[config.mk]
export PLATFORM = sky130hd
export DESIGN_NAME = uart_rx_frame_fsm
export DESIGN_NICKNAME = d
export VERILOG_FILES = /design/src/rtl/uart_rx_frame_fsm.sv
export SDC_FILE = /design/constraint.sdc
export NUM_CORES = 1
export LEC_CHECK = 0
export CORE_ASPECT_RATIO = 0.6
export CORE_MARGIN = 2
export CORE_UTILIZATION = 30
export CTS_BUF_LIST = sky130_fd_sc_hd__clkbuf_8
export CTS_CLUSTER_DIAMETER = 150
export DETAILED_ROUTE_END_ITERATION = 8
export HOLD_SLACK_MARGIN = 0.03
export PLACE_DENSITY_LB_ADDON = 0.3
export SYNTH_ARGS = -nofsm -noshare
export SYNTH_HDL_FRONTEND = slang
export SYNTH_SLANG_ARGS = --single-unit
[constraint.sdc]
create_clock -name clk -period 1.5 [get_ports clk]
set_input_delay 0.225 -clock clk [delete_from_list [all_inputs] [get_ports clk]]
set_output_delay 0.225 -clock clk [all_outputs]
set_load 0.02 [all_outputs]
[src/rtl/uart_rx_frame_fsm.sv]
// UART receive framer: start/data/parity/stop FSM fed by an external mid-bit sampler.
// Parity support is compiled in only when UART_RX_PARITY_EN is defined.
module uart_rx_frame_fsm #(
    parameter int unsigned WIDTH = 8
) (
    input  logic             clk,
    input  logic             rst,
    input  logic             rx_in,
    input  logic             bit_valid,
    input  logic             sampled_bit,
    input  logic             PAR_EN,
    input  logic             PAR_TYP,
    output logic [WIDTH-1:0] P_DATA,
    output logic             data_valid,
    output logic             par_err,
    output logic             stp_err,
    output logic             strt_glitch,
    output logic             busy
);

    localparam int unsigned    CntW    = (WIDTH > 1) ? $clog2(WIDTH) : 1;
    localparam logic [CntW-1:0] LastCnt = CntW'(WIDTH - 1);

`ifdef UART_RX_PARITY_EN
    typedef enum logic [2:0] {StIdle, StStart, StData, StParity, StStop} state_e;
`else
    typedef enum logic [2:0] {StIdle, StStart, StData, StStop} state_e;
`endif

    state_e           state_q, state_d;
    logic             rx_prev_q, rx_prev_d;
    logic [CntW-1:0]  cnt_q, cnt_d;
    logic [WIDTH-1:0] shift_q, shift_d;
    logic [WIDTH-1:0] p_data_q, p_data_d;
    logic             data_valid_q, data_valid_d;
    logic             stp_err_q, stp_err_d;
    logic             strt_glitch_q, strt_glitch_d;
    logic             fall_edge;

`ifdef UART_RX_PARITY_EN
    logic par_en_q, par_en_d;
    logic par_typ_q, par_typ_d;
    logic mismatch_q, mismatch_d;
    logic par_err_q, par_err_d;
`else
    logic unused_par_cfg;
    assign unused_par_cfg = PAR_EN ^ PAR_TYP;
`endif

    assign fall_edge = rx_prev_q & ~rx_in;

    always_comb begin
        state_d       = state_q;
        rx_prev_d     = rx_in;
        cnt_d         = cnt_q;
        shift_d       = shift_q;
        p_data_d      = p_data_q;
        data_valid_d  = 1'b0;
        stp_err_d     = 1'b0;
        strt_glitch_d = 1'b0;
`ifdef UART_RX_PARITY_EN
        par_en_d      = par_en_q;
        par_typ_d     = par_typ_q;
        mismatch_d    = mismatch_q;
        par_err_d     = 1'b0;
`endif

        unique case (state_q)
            StIdle: begin
                if (fall_edge) begin
                    state_d    = StStart;
`ifdef UART_RX_PARITY_EN
                    par_en_d   = PAR_EN;
                    par_typ_d  = PAR_TYP;
                    mismatch_d = 1'b0;
`endif
                end
            end
            StStart: begin
                if (bit_valid) begin
                    if (!sampled_bit) begin
                        state_d = StData;
                    end else begin
                        state_d       = StIdle;
                        strt_glitch_d = 1'b1;
                    end
                end
            end
            StData: begin
                if (bit_valid) begin
                    // LSB-first: each new bit enters at the MSB and moves down.
                    shift_d = WIDTH'({sampled_bit, shift_q} >> 1);
                    if (cnt_q == LastCnt) begin
                        cnt_d = '0;
`ifdef UART_RX_PARITY_EN
                        state_d = par_en_q ? StParity : StStop;
`else
                        state_d = StStop;
`endif
                    end else begin
                        cnt_d = cnt_q + CntW'(1);
                    end
                end
            end
`ifdef UART_RX_PARITY_EN
            StParity: begin
                if (bit_valid) begin
                    mismatch_d = sampled_bit ^ (^shift_q) ^ par_typ_q;
                    state_d    = StStop;
                end
            end
`endif
            StStop: begin
                if (bit_valid) begin
                    state_d   = StIdle;
                    stp_err_d = ~sampled_bit;
`ifdef UART_RX_PARITY_EN
                    par_err_d    = mismatch_q;
                    data_valid_d = sampled_bit & ~mismatch_q;
`else
                    data_valid_d = sampled_bit;
`endif
                    if (data_valid_d) begin
                        p_data_d = shift_q;
                    end
                end
            end
            default: begin
                state_d = StIdle;
            end
        endcase
    end

    always_ff @(posedge clk) begin
        if (!rst) begin
            state_q       <= StIdle;
            rx_prev_q     <= 1'b1;
            cnt_q         <= '0;
            shift_q       <= '0;
            p_data_q      <= '0;
            data_valid_q  <= 1'b0;
            stp_err_q     <= 1'b0;
            strt_glitch_q <= 1'b0;
`ifdef UART_RX_PARITY_EN
            par_en_q      <= 1'b0;
            par_typ_q     <= 1'b0;
            mismatch_q    <= 1'b0;
            par_err_q     <= 1'b0;
`endif
        end else begin
            state_q       <= state_d;
            rx_prev_q     <= rx_prev_d;
            cnt_q         <= cnt_d;
            shift_q       <= shift_d;
            p_data_q      <= p_data_d;
            data_valid_q  <= data_valid_d;
            stp_err_q     <= stp_err_d;
            strt_glitch_q <= strt_glitch_d;
`ifdef UART_RX_PARITY_EN
            par_en_q      <= par_en_d;
            par_typ_q     <= par_typ_d;
            mismatch_q    <= mismatch_d;
            par_err_q     <= par_err_d;
`endif
        end
    end

    assign P_DATA      = p_data_q;
    assign data_valid  = data_valid_q;
    assign stp_err     = stp_err_q;
    assign strt_glitch = strt_glitch_q;
    assign busy        = (state_q != StIdle);
`ifdef UART_RX_PARITY_EN
    assign par_err     = par_err_q;
`else
    assign par_err     = 1'b0;
`endif

endmodule

==> results of run 1 <==
-- per-stage QoR --
stage          worst slack (ns)  instances  power [mW]
6_report                0.07320        153       1.129
5_1_grt                0.003545        153       1.189
4_1_cts                 0.05336        153       1.151
3_5_place_dp            0.02977        149      0.7642
3_3_place_gp            0.05991        149      0.7623
2_1_floorplan            0.2186         92      0.7332
-- state kept, by name, summed over array words and instances (netlist names) --
register / cells
P_DATA: 8
shift_q: 8
cnt_q: 3
state_q: 2
data_valid: 1
rx_prev_q: 1
stp_err: 1
strt_glitch: 1
-- cells in the mapped netlist (all sizes together) --
master  instances  area (um2)
nand3b          1       7.510
conb            1       3.750
nor4b           1       8.760
nand2          23       86.33
or3b            1       8.760
a21boi          1       7.510
o311a           1       11.26
nor3b           1       7.510
nand4           2       18.77
dfxtp          25       500.5
nand2b          1       6.260
nor2            2       7.510
and4bb          1       12.51
mux2i          19       190.2
or2             1       6.260
and3            1       6.260
inv             1       3.750
o21a            1       7.510
ha              2       25.02
buf             6       38.79
-- what timing repair did --
action                     CTS  global route
resized for setup            1             0
buffers inserted             0             0
setup endpoints to repair    1             0
-- final timing paths --
kind | startpoint | to | slack [ns] | cells after the start
setup / recovery | P_DATA[3] | P_DATA[3] | 0.07 | 1
hold / removal | P_DATA[7] | P_DATA[7] | 0.46 | 2
setup reg to reg | cnt_q[0] | state_q[0] | 0.14 | 4
hold reg to reg | P_DATA[7] | P_DATA[7] | 0.46 | 2
-- logic make-up after synthesis --
kind of cell,after synthesis
multiplexers,19
adder cells (fa/ha/maj),2
AO/OA/AOI/OAI,3
buffers and inverters,7
AND/OR/NAND/NOR,35
flip-flops,25
other,1
-- power by group --
group          leakage, nW  internal, mW  total, mW  switching, mW
clock               0.0255         0.185      0.383          0.198
sequential           0.202         0.669      0.671        0.00216
combinational        0.365        0.0342     0.0743         0.0401
total                0.592         0.889       1.13          0.240
-- cells in the final DEF, fill, tap and decap left out, drive strengths merged, types with 2 or more instances in the layout --
cell	count
clkdlybuf4s50	15
nor2	2
nand4	2
nand2	23
ha	2
dfxtp	25
clkbuf	3
buf	5
mux2i	19
-- final cells by class --
class | instances | area, um2
clock buffer | 3 | 41.29
clock inverter | 1 | 5.005
fill | 301 | 1732
inverter | 1 | 3.754
multi-input combinational | 60 | 421.7
sequential | 25 | 500.5
tap | 42 | 52.55
timing repair buffer | 21 | 209.0
-- routing by layer --
| layer | track usage [%] | up-vias | wire length [um] |
|---|---|---|---|
| met1 | 11.82 | 291 | 883 |
| met2 | 13.74 | 13 | 642 |
| met3 | 5.094 | 2 | 99 |
| li1 | - | 348 | - |
| met4 | 2.143 | 0 | 7 |
| met5 | 0 | - | 0 |
==> impl_metrics.tcl, run 1 <==
set metrics [dict create \
    synth-compound-area-share_pct 2.724 \
    globalplace.congestion 0.7449 \
    cp_top_family "buffers and inverters" \
    cts.hold.buffers_added 0 \
    mappedNetlistNets 101 \
    holdCritPathClass "reg2reg" \
    synthesis.area_um2 964.7 \
    clkTransAtPathRegs_ns 0.08 \
    post_route_cells_drive_above_1_share_pct 11.71 \
    routed_wl_um 1632 \
    worstPathCellList "clkdlybuf4s50_1" \
    wl_per_cell_um 10.67 \
    grt_pass1_vias 554 \
    setup-tns-final_ns 0 \
    instance_count_of_the_mapped_netlist 92 \
    synth-seq-cells 25 \
    initial_core_util_pct 32.53 \
    worst_setup_path_start_kind "flip-flop" \
    synthDistinctLibCells 23 \
    drt_pre_antenna_iters 4 \
    ioPinCount 20 \
    run_status "finished, final reports clean" \
    final.period_utilization_pct 95.12 \
    synth_sequential_area_ratio_pct 51.88 \
    core_area_mm2 0.002965 \
    timing.critical_path.to_type "output port" \
    cp_max_fo 2 \
    grt_pass1_wl_um 2573 \
    max_stage_delay_ns 0.61 \
    grt_antenna_before_repair 0 \
    cts_inserted_buffers 3 \
    ctsLongestPathBuffers 2 \
    dr.first_iter.drc_count 40 \
    route.vias.total 654 \
    final-setup-viol-count 0 \
    hold_violations 0 \
    route.detailed.vias_per_inst 4.275 \
    maximum_number_of_pins_on_one_net_before_global_route_repair 27 \
    final_cell_area_mm2 0.001234 \
    post_synth_mux_area_share_pct 19.71 \
    critical_path_class "reg2out" \
    final_antenna_net_count 0 \
    htree_levels 1 \
    std_cell_rows 15 \
    die_area_mm2 0.003700 \
    ys_warn_count 0 \
    clk_tree_root_cell "sky130_fd_sc_hd__clkbuf_8" \
    max_freq_ghz 0.7009 \
    timing.critical_path.buf_inv 1 \
    grt_usage_pct 9.211 \
    design.final.nets 121 \
    post-route-min-period_ns 1.427 \
    fp.dieW_um 77.21 \
    gr-total-overflow 0 \
    power.ir.vdd_worst_v 0.0005636 \
    critPathSlowestCell "sky130_fd_sc_hd__clkdlybuf4s50_1" \
    rsz0062_at_grt "false" \
    critical_path_required_ns 1.27 \
    port_buffer_count 16 \
    hold_slack_ns 0.4595 \
    cts_tree "yes" \
    synth_xor_xnor_area_share_pct 0 \
    final_max_slew_viol_count 0 \
    post_route_drc 0 \
    layout-area-overhead-vs-synth_pct 27.89 \
    total_leakage_power_nw 0.5921 \
    powerDensity_mw_per_mm2 914.9 \
    antenna_cells 0 \
    yosys.area_share.adder_pct 2.594 \
    chipHeight_um 47.93 \
    clock_latency_ns 0.26 \
    maxCapViolations 0 \
    placedInstanceArea_mm2 0.001189 \
    worst-endpoint-arrival_ns 1.20 \
    combinational_family_with_the_most_area_after_synthesis "multiplexers" \
    place.detailed.hpwl_um 1168 \
    skew_ns 0.001043 \
    area_fraction_in_and_or_nand_and_nor_cells_after_synthesis_pct 18.29 \
    postSynthAreaPerCell_um2 10.49 \
    clkSinkCount 25 \
    final_core_util_pct 41.60 \
]
Power figures use the tool's default switching activity.
==> run 2, diff against run 1 <==
Clock period 1.5 ns to 1.3 ns, I/O delays scaled along.
==> run 2 against run 1 <==
Compared with the run above: combinational power increased by 21%; cell count is 2.0% higher; clock power increased by 21%; global-route usage is 1.7 points higher; critical path type is now reg2reg; critical endpoint is now state_q[0]; largest power group unchanged.
==> impl_metrics.tcl, run 2 (same netlist as run 1, synthesis figures left out) <==
set metrics [dict create \
    antenna_cells 0 \
    hold_slack_ns 0.4656 \
    grt_usage_pct 10.87 \
    wl_per_cell_um 11.03 \
    die_area_mm2 0.003700 \
    r2r_slack_ns 0.04 \
    power.internal_mw 1.032 \
    grt_antenna_before_repair 0 \
    fin_ws_ns 0.03577 \
    final_antenna_net_count 0 \
    worstHoldPathCells 2 \
    cp_max_fo 2 \
    post_route_drc 0 \
    grt_pass1_vias 656 \
    design.final.nets 124 \
    clk_tree_root_cell "sky130_fd_sc_hd__clkbuf_8" \
    multi_input_area_um2 446.7 \
    r2r_end "state_q[0]" \
    post_route_cells_drive_above_1_share_pct 18.42 \
    powerDensity_mw_per_mm2 1046 \
    std_cell_rows 15 \
    p_clk_share_pct 34.8 \
    cts_tree "yes" \
    holdCritPathClass "reg2reg" \
    post-route-min-period_ns 1.264 \
    total_leakage_power_nw 0.6497 \
    run_status "finished, final reports clean" \
    route.detailed.vias_per_inst 4.385 \
    timing.critical_path.to_type "flip-flop" \
    power.ir.vdd_worst_v 0.0004944 \
    clock_latency_ns 0.27 \
    final_core_util_pct 42.78 \
    maxCapViolations 0 \
    route.vias.total 684 \
    layout.area.seq_um2 503.0 \
    clkTransAtPathRegs_ns 0.09 \
    routed_wl_um 1720 \
    critical_path_class "reg2reg" \
    hold_violations 0 \
    timing.hold.worst_endpoint "P_DATA[3]" \
    rsz0062_at_grt "false" \
    chipHeight_um 47.93 \
    drt_pre_antenna_iters 4 \
    dr.first_iter.drc_count 43 \
    part_of_the_power_in_combinational_logic_pct 6.8 \
    dp_worst_setup_slack_ns -0.1086 \
    critical_path_required_ns 1.46 \
    final-setup-viol-count 0 \
    port_buffer_count 16 \
    globalplace.congestion 0.7349 \
    ioPinCount 20 \
    max_freq_ghz 0.7910 \
    critical_path.reg2reg.startpoint "cnt_q[0]" \
    total_switching_power_mw 0.2949 \
    fp.dieW_um 77.21 \
    ctsLongestPathBuffers 2 \
    commonest_non_fill_non_tap_cells_in_the_layout "sky130_fd_sc_hd__dfxtp_1, sky130_fd_sc_hd__nand2_1, sky130_fd_sc_hd__mux2i_1" \
    final_max_slew_viol_count 0 \
    gr-total-overflow 0 \
    cts_post_setup_buffers_inserted 0 \
    layout-area-overhead-vs-synth_pct 31.52 \
    worst_setup_path_start_kind "flip-flop" \
    final.fill_count 302 \
    clkSinkCount 25 \
    final.period_utilization_pct 97.25 \
    place.detailed.hpwl_um 1218 \
    worst-endpoint-arrival_ns 1.42 \
    worst-r2r-cell-count 4 \
    maximum_number_of_pins_on_one_net_before_global_route_repair 22 \
    switching_share_of_power_pct 22.22 \
    worst_setup_path_startpoint "cnt_q[0]" \
    skew_ns 0.004991 \
    core_area_mm2 0.002965 \
    htree_levels 1 \
    grt_pass1_wl_um 3029 \
    worstHoldStart "P_DATA[3]" \
    cts_inserted_buffers 3 \
    initial_core_util_pct 32.53 \
    seq_power_share_pct 58.4 \
]
==> run 2: cell count changes in the layout (fill, tap and decap cells not counted), moves of 2 or more <==
| cell | change |
|---|---|
| sky130_fd_sc_hd__buf_4 | +3 |
| sky130_fd_sc_hd__clkdlybuf4s50_1 | -11 |
| sky130_fd_sc_hd__dfxtp_1 | -2 |
| sky130_fd_sc_hd__dfxtp_2 | +2 |
| sky130_fd_sc_hd__dlygate4sd2_1 | +10 |
| sky130_fd_sc_hd__ha_1 | -2 |
| sky130_fd_sc_hd__ha_4 | +2 |
==> run 2: cell type report <==
class,count,share of cell area (%)
timing repair buffer,24,16.86
tap,42,4.142
multi-input combinational,60,35.21
clock inverter,1,0.5917
inverter,1,0.2959
clock buffer,3,3.254
sequential,25,39.64
==> run 2: worst max path at each step <==
stage / end / cells past startpoint
2_1_floorplan: state_q[0] / 4
3_3_place_gp: state_q[0] / 3
3_5_place_dp: state_q[0] / 3
4_1_cts: state_q[0] / 4
5_1_grt: state_q[0] / 4
6_report: state_q[0] / 4
==> run 2: repair_timing <==
| item | in CTS | in global routing |
|---|---|---|
| gates resized for setup | 18 | 3 |
| hold buffers | 0 | 0 |
| setup endpoints to repair | 13 | 1 |
==> run 2: layer usage <==
metal,vias up,share of wire (%),global-route usage [%]
li1,351,-,-
met1,317,51,13.17
met2,14,42,18.43
met3,2,6.3,5.094
met4,0,0.41,2.143
met5,-,0,0
==> run 2: metrics by stage <==
step / TNS, ns / std cells / cell area (um2) / total power, mW
after global routing: 0 / 156 / 1269 / 1.390
after CTS: 0 / 156 / 1247 / 1.348
after floorplan: 0 / 92 / 964.7 / 0.8459
after detailed placement: -0.9961 / 152 / 1211 / 0.8861
final: 0 / 156 / 1269 / 1.327
after global placement: -0.6257 / 152 / 1211 / 0.8847
==> run 2: worst max-delay path, cell delays in order (launching register included) <==
cell	delay, ns
sky130_fd_sc_hd__dfxtp_2	0.34
sky130_fd_sc_hd__ha_4	0.16
sky130_fd_sc_hd__ha_4	0.15
sky130_fd_sc_hd__and3_1	0.15
sky130_fd_sc_hd__o311a_2	0.35
==> run 2: power groups by stage <==
stage	registers (mW)	clock network [mW]	logic, mW
finish	0.775	0.462	0.0897
global placement	0.793	0	0.0920
global route	0.777	0.514	0.0987
detailed placement	0.793	0	0.0930
CTS	0.775	0.483	0.0896
floorplan	0.796	0	0.0497
==> run 3, diff against run 2 <==
Settings changed: GPL_TIMING_DRIVEN set to 0, SKIP_LAST_GASP set to 1.
==> run 3 against run 2 <==
Compared with the run above: worst setup slack lost 0.021 ns; final area shrank 3.1%; sequential share of layout area grew 1.5 points; first-iteration DRC count shrank 19%; largest power group unchanged; die area is the same; non-clock buffer count shrank 3; clock power shrank 2%; largest cell class unchanged; clock skew shrank 0.0035 ns; critical endpoint is now busy.
==> impl_metrics.tcl, run 3 (same netlist as run 1, synthesis figures left out) <==
set metrics [dict create \
    ioPinCount 20 \
    holdCritPathClass "in2reg" \
    die_area_mm2 0.003700 \
    post-route-min-period_ns 1.285 \
    commonest_non_fill_non_tap_cells_in_the_layout "sky130_fd_sc_hd__nand2_1, sky130_fd_sc_hd__dfxtp_1, sky130_fd_sc_hd__mux2i_1" \
    cp_max_fo 9 \
    wl_per_cell_um 12.10 \
    placedInstanceArea_mm2 0.001167 \
    timing.critical_path.to_type "output port" \
    antenna_cells 0 \
    layout-area-overhead-vs-synth_pct 27.50 \
    grt_pass1_wl_um 3001 \
    rsz0062_at_grt "true" \
    layout.area.seq_um2 505.5 \
    final.period_utilization_pct 98.88 \
    std_cell_rows 15 \
    setup-tns-final_ns 0 \
    fin_ws_ns 0.01454 \
    critical_path_required_ns 1.11 \
    worst_setup_path_start_kind "flip-flop" \
    routed_wl_um 1852 \
    grt_pass1_vias 645 \
    initial_core_util_pct 32.53 \
    hold_slack_ns 0.1941 \
    chipHeight_um 47.93 \
    post_route_drc 0 \
    clkSinkCount 25 \
    run_status "finished, final reports clean" \
    final_core_util_pct 41.48 \
    clkTransAtPathRegs_ns 0.08 \
    globalplace.congestion 0.7239 \
    place.detailed.hpwl_um 1225 \
    grt_usage_pct 11.11 \
    powerDensity_mw_per_mm2 1067 \
    gr-total-overflow 0 \
    power.ir.vdd_worst_v 0.0004972 \
    total_leakage_power_nw 0.6341 \
    post_route_cells_drive_above_1_share_pct 18.92 \
    finalPower_mw 1.312 \
    place.detailed.instances 149 \
    maximum_number_of_pins_on_one_net_before_global_route_repair 15 \
    clock_latency_ns 0.26 \
    skew_ns 0.001443 \
    multi_input_area_um2 446.7 \
    core_area_mm2 0.002965 \
    final-setup-viol-count 0 \
    final_max_slew_viol_count 0 \
    final.fill_count 316 \
    hold_violations 0 \
    worst-endpoint-arrival_ns 1.09 \
    drt_pre_antenna_iters 4 \
    dp_worst_setup_slack_ns -0.2895 \
    route.detailed.vias_per_inst 4.405 \
    route.vias.total 674 \
    ctsLongestPathBuffers 2 \
    critical_path_class "reg2out" \
    cts.hold.buffers_added 0 \
    port_buffer_count 15 \
    grt_antenna_before_repair 0 \
    dr.first_iter.drc_count 35 \
    final_cell_area_mm2 0.001230 \
    fp.dieW_um 77.21 \
    cts_inserted_buffers 3 \
    clk_tree_root_cell "sky130_fd_sc_hd__clkbuf_8" \
    htree_levels 1 \
    final_antenna_net_count 0 \
    max_freq_ghz 0.7779 \
    design.final.nets 121 \
    maxCapViolations 0 \
    layout_commonest_cell "sky130_fd_sc_hd__nand2_1" \
    cts_tree "yes" \
    final_cell_count_no_fill 153 \
]
## run 3: changes by cell type in the layout (fill, tap and decap cells not counted), sizes merged
| cell | before | now |
|---|---|---|
| buf | 9 | 7 |
| clkdlybuf4s50 | 4 | 3 |
| clkinv | 0 | 1 |
| clkinvlp | 1 | 0 |
## run 3: cell type report
cell class | count | area share (%)
Clock inverter | 1 | 0.4069
Timing Repair Buffer | 16 | 11.50
Clock buffer | 3 | 3.357
Buffer | 5 | 2.747
Tap cell | 42 | 4.273
Sequential cell | 25 | 41.10
Multi-Input combinational cell | 60 | 36.32
Inverter | 1 | 0.3052
## run 3: layer usage
metal / share of wire [%] / vias to the layer above / wire length [um] / global-route usage (%)
met5: 0 / - / 0 / 0
met4: 0.65 / 0 / 12 / 3.214
met3: 5.5 / 2 / 101 / 5.472
met2: 44 / 15 / 820 / 18.61
met1: 50 / 310 / 917 / 13.11
li1: - / 347 / - / -
## run 3: what timing repair did
item / CTS / global route
setup endpoints to repair: 13 / 6
gates resized for setup: 18 / 6
cloned: 0 / 0
buffers inserted: 1 / 0
## run 3: critical path, stage by stage (launching register included)
cell,delay (ns)
sky130_fd_sc_hd__dfxtp_2,0.37
sky130_fd_sc_hd__or2_2,0.30
sky130_fd_sc_hd__buf_4,0.16
## run 3: final timing paths
path,startpoint,end,slack (ns),depth (start not counted)
worst max-delay path,state_q[1],busy,0.01,2
worst min-delay path,rst,rx_prev_q,0.19,2
worst max register to register,cnt_q[0],state_q[0],0.02,4
worst min register to register,P_DATA[1],P_DATA[1],0.46,2
## run 3: power by group
part,total [mW],internal [mW],switching (mW)
clock network,0.452,0.214,0.238
registers,0.782,0.773,0.00902
logic,0.0775,0.0366,0.0409
